`src/rtl/tl_cntr_multi_dir.sv`:
```
// Round-robin traffic light controller for N_DIR approaches, each with a straight-green and a left-arrow phase.
// Latency: lamps and phase index are registered and change on the same edge as the internal phase state.
// Backpressure: none; sensors are sampled every edge, and a go phase holds only while its sensor requests it.
//
// Ports:
//   clk    - single clock, all logic on the rising edge
//   reset  - synchronous active-high reset (phase 0, counter 0, approach 0 GREEN)
//   T      - straight-traffic sensor per approach
//   TL     - left-turn sensor per approach
//   L      - 2-bit lamp code per approach, L[2d+1:2d] = approach d
//            (00 GREEN, 01 YELLOW, 10 LEFT, 11 RED)
//   phase  - current phase index, 4*d + k (k: 0 green, 1 yellow, 2 left, 3 yellow)
//
// Optional build macro TL_SKIP_EMPTY_EN: when a yellow phase ends, jump to the
// next go phase (round-robin, excluding the one just served) whose sensor is
// set, instead of always stepping to phase+1.
module tl_cntr_multi_dir #(
    parameter int N_DIR      = 2,
    parameter int YELLOW_CYC = 1,
    parameter int MIN_GREEN  = 1,
    parameter int MAX_GREEN  = 0,
    localparam int PH_W      = $clog2(4 * N_DIR)
) (
    input  logic                 clk,
    input  logic                 reset,
    input  logic [N_DIR-1:0]     T,
    input  logic [N_DIR-1:0]     TL,
    output logic [2*N_DIR-1:0]   L,
    output logic [PH_W-1:0]      phase
);

    localparam int N_PH  = 4 * N_DIR;
    localparam int N_GO  = 2 * N_DIR;

    // Counter only needs to reach the largest threshold it is compared to.
    localparam int CNT_T1  = (YELLOW_CYC > MIN_GREEN) ? YELLOW_CYC : MIN_GREEN;
    localparam int CNT_TOP = (CNT_T1 > MAX_GREEN) ? CNT_T1 : MAX_GREEN;
    localparam int CNT_W   = $clog2(CNT_TOP + 1);

    localparam logic [CNT_W-1:0] YEL_LAST = CNT_W'(YELLOW_CYC - 1);
    localparam logic [CNT_W-1:0] MIN_LAST = CNT_W'(MIN_GREEN - 1);
    localparam logic [CNT_W-1:0] MAX_LAST = CNT_W'((MAX_GREEN == 0) ? 0 : MAX_GREEN - 1);
    localparam logic [CNT_W-1:0] CNT_SAT  = '1;

    localparam logic [PH_W-1:0] LAST_PH = PH_W'(N_PH - 1);

    localparam logic [1:0] LAMP_GREEN  = 2'b00;
    localparam logic [1:0] LAMP_YELLOW = 2'b01;
    localparam logic [1:0] LAMP_LEFT   = 2'b10;
    localparam logic [1:0] LAMP_RED    = 2'b11;

    localparam logic [2*N_DIR-1:0] RST_LAMP = {{(2*N_DIR-2){1'b1}}, LAMP_GREEN};

    logic [PH_W-1:0]    phase_q, phase_d;
    logic [CNT_W-1:0]   cnt_q, cnt_d;
    logic [2*N_DIR-1:0] l_q, l_d;

    logic [PH_W-3:0]    dir;
    logic [1:0]         k;
    logic               legal;
    logic               go_sens;
    logic               go_done;
    logic               yel_done;
    logic               adv;
    logic               phase_chg;
    logic [PH_W-1:0]    seq_next;

`ifdef TL_SKIP_EMPTY_EN
    logic [N_GO-1:0]    go_req;
    logic [2*N_GO-1:0]  req_sh;
    logic [N_GO-2:0]    req_rot;
    logic [PH_W-1:0]    srch_base;
    logic [PH_W-1:0]    skip_off;
    logic [PH_W-1:0]    skip_go;
    logic               skip_hit;
    logic [PH_W-1:0]    skip_phase;

    // Go phases are numbered g = phase>>1, so g=2d is approach d straight and
    // g=2d+1 is approach d left. From a yellow phase, the go phase just served
    // is phase>>1; the search window is the 2*N_DIR-1 go phases after it.
    // Doubling the request vector turns the modular window into a plain shift.
    always_comb begin
        go_req = '0;
        for (int d = 0; d < N_DIR; d++) begin
            go_req[2*d]   = T[d];
            go_req[2*d+1] = TL[d];
        end
        srch_base = {1'b0, phase_q[PH_W-1:1]} + 1'b1;
        req_sh    = {go_req, go_req} >> srch_base;
        req_rot   = req_sh[N_GO-2:0];
        skip_hit  = |req_rot;
        // Downward scan so the lowest offset (closest in round-robin) wins.
        skip_off  = '0;
        for (int i = N_GO - 2; i >= 0; i--) begin
            if (req_rot[i]) begin
                skip_off = PH_W'(i);
            end
        end
        skip_go = srch_base + skip_off;
        if (skip_go >= PH_W'(N_GO)) begin
            skip_go = skip_go - PH_W'(N_GO);
        end
        skip_phase = {skip_go[PH_W-2:0], 1'b0};
    end
`endif

    // Next-phase and counter logic.
    always_comb begin
        dir      = phase_q[PH_W-1:2];
        k        = phase_q[1:0];
        legal    = (phase_q <= LAST_PH);
        go_sens  = (k == 2'd0) ? T[dir] : TL[dir];
        go_done  = (cnt_q >= MIN_LAST) &&
                   (!go_sens || ((MAX_GREEN != 0) && (cnt_q == MAX_LAST)));
        yel_done = (cnt_q == YEL_LAST);
        adv      = k[0] ? yel_done : go_done;
        seq_next = (phase_q == LAST_PH) ? '0 : phase_q + 1'b1;

        phase_d = phase_q;
        if (!legal) begin
            // Unused encodings (N_DIR not a power of two) fall back to phase 0.
            phase_d = '0;
        end else if (adv) begin
            phase_d = seq_next;
`ifdef TL_SKIP_EMPTY_EN
            if (k[0] && skip_hit) begin
                phase_d = skip_phase;
            end
`endif
        end

        phase_chg = !legal || adv;
        if (phase_chg) begin
            cnt_d = '0;
        end else if (cnt_q == CNT_SAT) begin
            cnt_d = cnt_q;
        end else begin
            cnt_d = cnt_q + 1'b1;
        end
    end

    // Lamps are decoded from the next phase and registered, so they move on
    // the same edge as the phase and never see a sensor combinationally.
    always_comb begin
        l_d = '1;
        for (int d = 0; d < N_DIR; d++) begin
            if (phase_d[PH_W-1:2] == (PH_W-2)'(d)) begin
                case (phase_d[1:0])
                    2'd0:    l_d[2*d +: 2] = LAMP_GREEN;
                    2'd2:    l_d[2*d +: 2] = LAMP_LEFT;
                    default: l_d[2*d +: 2] = LAMP_YELLOW;
                endcase
            end else begin
                l_d[2*d +: 2] = LAMP_RED;
            end
        end
    end

    always_ff @(posedge clk) begin
        if (reset) begin
            phase_q <= '0;
            cnt_q   <= '0;
            l_q     <= RST_LAMP;
        end else begin
            phase_q <= phase_d;
            cnt_q   <= cnt_d;
            l_q     <= l_d;
        end
    end

    assign L     = l_q;
    assign phase = phase_q;

endmodule
```
`config.mk`:
```
export PLATFORM = sky130hd
export DESIGN_NAME = tl_cntr_multi_dir
export DESIGN_NICKNAME = d
export VERILOG_FILES = /design/src/rtl/tl_cntr_multi_dir.sv
export SDC_FILE = /design/constraint.sdc
export NUM_CORES = 1
export LEC_CHECK = 0
export ABC_AREA = 1
export CORE_AREA = 2 2 39 41
export DETAILED_ROUTE_END_ITERATION = 8
export DIE_AREA = 0 0 41 43
export GPL_ROUTABILITY_DRIVEN = 0
export SYNTH_ARGS = -nofsm -noshare
export SYNTH_HDL_FRONTEND = slang
export SYNTH_SLANG_ARGS = --single-unit
export TNS_END_PERCENT = 5
```
`constraint.sdc`:
```
create_clock -name clk -period 2 [get_ports clk]
set_input_delay 0.4 -clock clk [delete_from_list [all_inputs] [get_ports clk]]
set_output_delay 0.4 -clock clk [all_outputs]
set_load 0.05 [all_outputs]
```
==> results of run 1 <==
==> power groups by stage <==
stage               clock [mW]  combinational, mW  sequential (mW)
floorplan                    0              0.342            0.483
global placement             0              0.717            0.287
finish                   0.118              0.713            0.285
global route             0.136              0.791            0.298
CTS                      0.125              0.721            0.286
detailed placement           0              0.720            0.289
==> area by class of cell <==
cell class	count	area [um^2]	share of cell area, %
Multi-Input combinational cell	41	219	37.6
Sequential cell	8	160	27.5
Timing Repair Buffer	12	115	19.8
Inverter	12	45.0	7.74
Clock buffer	3	22.5	3.87
Tap cell	16	20.0	3.44
==> cell families (layout without fill, tap and decap cells) <==
| group | after synthesis | after routing |
|---|---|---|
| AOI/OAI and AO/OA | 3 | 3 |
| DFF | 8 | 8 |
| and+or+nand+nor | 35 | 35 |
| buffers and inverters | 12 | 27 |
| adders and majority gates | 3 | 3 |
==> sequential cells by signal (all words and copies together) (netlist names) <==
signal / count
L: 4
phase: 3
cnt_q: 1
==> layer usage <==
layer / up-vias / GRT usage (%)
met5: - / 0
met4: 0 / 2.00
met3: 0 / 7.85
met2: 11 / 16.9
met1: 172 / 14.8
li1: 219 / -
==> per-stage QoR <==
stage | util, % | instances | area, um^2 | hold WS (ns)
after global placement | 40.4 | 89 | 559 | 0.601
after CTS | 42.0 | 92 | 582 | 0.611
final | 42.0 | 92 | 582 | 0.605
after floorplan | - | 61 | 424 | 0.472
after detailed placement | 40.4 | 89 | 559 | 0.602
after global routing | 42.0 | 92 | 582 | 0.673
==> final timing paths <==
path	from	to	slack [ns]	depth (start not counted)
max reg2reg	phase[0]	L[3]	0.45	10
max	phase[1]	phase[1]	0.14	1
min	cnt_q	cnt_q	0.61	4
min reg2reg	cnt_q	cnt_q	0.61	4
==> cells in the mapped netlist <==
| library cell | count |
|---|---|
| nand2_1 | 17 |
| inv_1 | 11 |
| nor2_1 | 5 |
| inv_2 | 1 |
| nand4_1 | 1 |
| nor3_1 | 1 |
| o21ai_1 | 1 |
| nand3_1 | 6 |
| or2_2 | 1 |
| nand2_2 | 1 |
| o21ai_0 | 1 |
| ha_1 | 3 |
| nand3_2 | 2 |
| o21ai_2 | 1 |
| dfxtp_1 | 8 |
| nor2_2 | 1 |
==> impl_results.md, run 1 <==
- Status: completed
- Internal power: 0.541 mW
- Mapped Area: 424 um^2
- Tot Pwr: 1.12 mW
- Worst Path Max Fanout: 4
- Cell breakdown of the critical path: clkdlybuf4s50_1
- Gr usage total: 11.9%
- Simple-gate share of the synthesized area: 38.3%
- Max transition margin: 67.1%
- Antenna violations before repair: 0
- Xor and xnor fraction of the mapped netlist area: 0%
- Filler cells: 144
- Grt total ovfl: 0
- Routed WL: 786 um
- Vias/cell: 4.37
- CTS clk-pin slew, worst paths: 0.05 ns
- First-pass detailed-route iteration total: 3
- # rows: 14
- Clock buffer count from CTS: 3
- Yosys top cell by area: dfxtp_1
- Net Sw Power: 0.575 mW
- Post-route ant nets: 0
- Initial Utilization: 30.7%
- Adder-Cell Fraction of Synth Area: 8.85%
- Unrepaired setup endpoints after global routing: no
- Max clock buf depth: 2
- Slowest cell on crit path: clkdlybuf4s50_1
- Hold Path Class: reg -> reg
- Top Ports: 13
- Root Buffer: clkbuf_4
- Final net count: 87
- Synth Area in Compound Gates: 4.42%
- WL met1: 367 um
- Syn nets: 70
- P_leak: 0.313 nW
- Routed WL per cell: 8.54 um
- Setup TNS Final: 0 ns
- Peak VDD IR: 0.737 mV
- CTS Hold Buffers Added: 0
- Port buffer count: 12
- Met2 wire len: 358 um
- # clock sinks: 8
- Die Span Y: 43 um
- Setup Buffers After CTS: 0
- Final Cycle Share: 92.8%
- Post-synthesis cell type count: 16
- Commonest cells after routing, fill and taps aside: nand2_1 (17), inv_1 (11), clkdlybuf4s50_1 (10), dfxtp_1 (8), nand3_1 (6)
- Comb power frac: 63.9%
- Full die area: 0.00176 mm^2
- Total core area: 0.00138 mm^2
- Max Used Layer: met3
- Number of diodes: 0
- Largest family of logic cells by synthesized area: simple AND/OR/NAND/NOR gates
- Mean area per synthesized cell: 6.95 um^2
- Clock power frac: 10.6%
- DRT iter0 DRCs: 3
- CP top delay family: buffers and inverters
- Layout Skew: 0.00106 ns
- Setup slack after layout: 0.145 ns
- Area growth syn-to-layout: 37.2%
- Worst Setup Path Type: reg -> out
- Syn Inst Count: 61
- Global-route wire length before repair: 1.40 mm
- PD cells: 1920 mW/mm^2
- Worst slew pin tran: 0.492 ns
- CP max stage delay: 0.82 ns
- Proportion of synthesized area in mux cells: 0%
- Layout cell share with drive strength beyond 1: 15.8%
- Share of the synthesized area in the top cell type: 37.8%
- Max_cap viols: 0
- WL met3: 60 um
- CTS tree: built
- WP data arrival: 1.46 ns
- Number of global-route vias before repair: 362
- Synth top area cells: dfxtp_1 (38%), nand2_1 (15%), inv_1 (9.7%), ha_1 (8.8%), nand3_1 (7.1%)
- FF+latch count, synth: 8
- WP data required: 1.60 ns
- Post-placement worst setup slack: 0.290 ns
- Detailed Place HPWL: 648 um
- Sequential power share: 25.5%
- Final Hold Fails: 0
- Synth warn: 0
- CP Buf/Inv Count: 1
- Switching share of total power: 51.5%
- Max Freq: 0.539 GHz
- Largest net degree at the start of global routing: 9
- Die span in x: 41 um
- Most common cell after layout, fill and taps aside: nand2_1
- Critical Path End Type: output port
- # resized after CTS: 0
- Worst setup SP type: register
- Worst skew pair latency: 0.25 ns
- Slew Limit Fails: 0
- Fin crit period: 1.86 ns
- Seq/Total Area, Yosys: 37.8%
- DRC Markers: 0
- DR vias: 402
- Final setup viols: 0
- CTS H-tree depth: 1
(Power assumes the default switching activity.)
==> run 2, diff against run 1 <==
--- a/config.mk
+++ b/config.mk
@@ -6,9 +6,9 @@
 export NUM_CORES = 1
 export LEC_CHECK = 0
 export ABC_AREA = 1
-export CORE_AREA = 2 2 39 41
+export CORE_AREA = 4 4 41 43
 export DETAILED_ROUTE_END_ITERATION = 8
-export DIE_AREA = 0 0 41 43
+export DIE_AREA = 0 0 45 47
 export GPL_ROUTABILITY_DRIVEN = 0
 export SYNTH_ARGS = -nofsm -noshare
 export SYNTH_HDL_FRONTEND = slang
==> impl_results.md, run 2 (synthesis gave the netlist of run 1 again) <==
- Status: completed
- Max clock buf depth: 2 (unchanged)
- Worst slew pin tran: 0.498 ns (+0.00608 ns)
- Setup Buffers After CTS: 0 (unchanged)
- Vias/cell: 4.37 (about the same)
- Full die area: 0.00212 mm^2 (+20%)
- # resized after CTS: 0 (unchanged)
- Commonest cells after routing, fill and taps aside: nand2_1 (17), inv_1 (11), clkdlybuf4s50_1 (10), dfxtp_1 (8), nand3_1 (6)
- DR vias: 398 (-1.0%)
- CP Buf/Inv Count: 1 (unchanged)
- Total core area: 0.00130 mm^2 (-6.0%)
- Layout cell share with drive strength beyond 1: 15.8% (unchanged)
- Fin crit period: 1.85 ns (-0.00225 ns)
- Post-route ant nets: 0 (unchanged)
- Grt total ovfl: 0 (unchanged)
- Slew Limit Fails: 0 (unchanged)
- Final Cycle Share: 92.7% (-0.11 points)
- Number of global-route vias before repair: 334 (-7.7%)
- Max_cap viols: 0 (unchanged)
- Routed WL: 795 um (+1.1%)
- Final core utilization: 44.6% (+2.6 points)
- Hold Path Class: reg -> reg
- WP data arrival: 1.45 ns (about the same)
- Routed WL per cell: 8.74 um (+2.3%)
- Final net count: 87 (unchanged)
- Cell breakdown of the critical path: clkdlybuf4s50_1
- Met3 usage: 4.60% (-3.3 points)
- DP Area: 558 um^2 (-0.22%)
- Global-route wire length before repair: 1.36 mm (-2.9%)
- Worst setup SP type: register
- Largest register FFs: 4 (unchanged)
- CTS tree: built
- Max Freq: 0.540 GHz (+0.12%)
- CP max stage delay: 0.83 ns (about the same)
- Gr usage total: 9.18% (-2.7 points)
- Final instance area: 581 um^2 (-0.22%)
- Max transition margin: 66.7% (-0.41 points)
- Setup TNS Final: 0 ns (unchanged)
- PD cells: 1930 mW/mm^2 (+0.77%)
- Tot Pwr: 1.12 mW (+0.55%)
- Largest net degree at the start of global routing: 9 (unchanged)
- Final setup viols: 0 (unchanged)
- CTS H-tree depth: 1 (unchanged)
- First-pass detailed-route iteration total: 5 (+2)
- Root Buffer: clkbuf_4
- Slowest cell on crit path: clkdlybuf4s50_1
- Detailed Place HPWL: 672 um (+3.6%)
- Antenna violations before repair: 0 (unchanged)
- Worst skew pair latency: 0.25 ns (about the same)
- Placed Cells: 88 (-1.1%)
- Peak VDD IR: 0.723 mV (-1.9%)
- Worst Setup Path Type: reg -> out
- Unrepaired setup endpoints after global routing: no
- DRT iter0 DRCs: 16 (+13)
- Area growth syn-to-layout: 36.9%
- Met2 Usage GRT: 14.1% (-2.8 points)
- Most common cell after layout, fill and taps aside: nand2_1
- Die span in x: 45 um (+9.8%)
- Die Span Y: 47 um (+9.3%)
- Met1 Use GR: 11.0% (-3.9 points)
- Gr busiest metal: met2
- DRC Markers: 0 (unchanged)
- Initial Utilization: 32.6% (+1.9 points)
- # clock sinks: 8 (unchanged)
- Worst Path Max Fanout: 4 (unchanged)
- CTS Hold Buffers Added: 0 (unchanged)
- Port buffer count: 12 (unchanged)
- Clock buffer count from CTS: 3 (unchanged)
- # rows: 13 (-1)
- Final Hold Fails: 0 (unchanged)
- P_leak: 0.313 nW (unchanged)
- Layout Skew: 0.00567 ns (+0.00460 ns)
- WP data required: 1.60 ns (about the same)
- Number of diodes: 0 (unchanged)
- Critical Path End Type: output port
- Fin cells: 91 (-1.1%)
- Top Ports: 13 (unchanged)
- CP top delay family: buffers and inverters
- CTS clk-pin slew, worst paths: 0.05 ns (about the same)
## run 2: cell counts in the layout (fill, tap and decap cells not counted)
Identical to the previous run, type by type.
## run 2: worst paths after layout
kind | startpoint | end | slack [ns] | cells after the start
worst min-delay path | cnt_q | cnt_q | 0.62 | 4
worst min register to register | cnt_q | cnt_q | 0.62 | 4
worst max-delay path | phase[1] | phase[1] | 0.15 | 1
worst max register to register | phase[0] | L[1] | 0.44 | 10
## run 2: area by class of cell
class | count | area [um^2]
tap | 15 | 18.8
clock buffer | 3 | 22.5
sequential | 8 | 160
inverter | 12 | 45.0
fill | 134 | 721
timing repair buffer | 12 | 115
multi-input combinational | 41 | 219
## run 2: metal layers
metal | up-vias | share of wire (%)
li1 | 222 | -
met3 | 0 | 5.3
met2 | 11 | 47
met1 | 165 | 48
met4 | 0 | 0
met5 | - | 0
## run 2: power by group
| group | leakage [nW] | internal (mW) | switching [mW] |
|---|---|---|---|
| combinational | 0.233 | 0.239 | 0.481 |
| clock | 0.0138 | 0.0683 | 0.0499 |
| sequential | 0.0663 | 0.233 | 0.0510 |
| total | 0.313 | 0.540 | 0.582 |
## run 2: metrics by stage
step	worst slack, ns	hold WS, ns
3_3_place_gp	0.283	0.613
3_5_place_dp	0.268	0.615
6_report	0.147	0.621
2_1_floorplan	0.177	0.472
4_1_cts	0.137	0.625
5_1_grt	0.0882	0.676
## run 2: worst reg2reg max path, cell delays in order, from the launching register on
cell and delay [ns]:
dfxtp_1 0.42, inv_1 0.12, ha_1 0.24, nand3_1 0.11
nand3_2 0.11, nand2_2 0.09, inv_2 0.04, nor2_1 0.14
inv_1 0.06, nand2_1 0.08, nand2_1 0.05
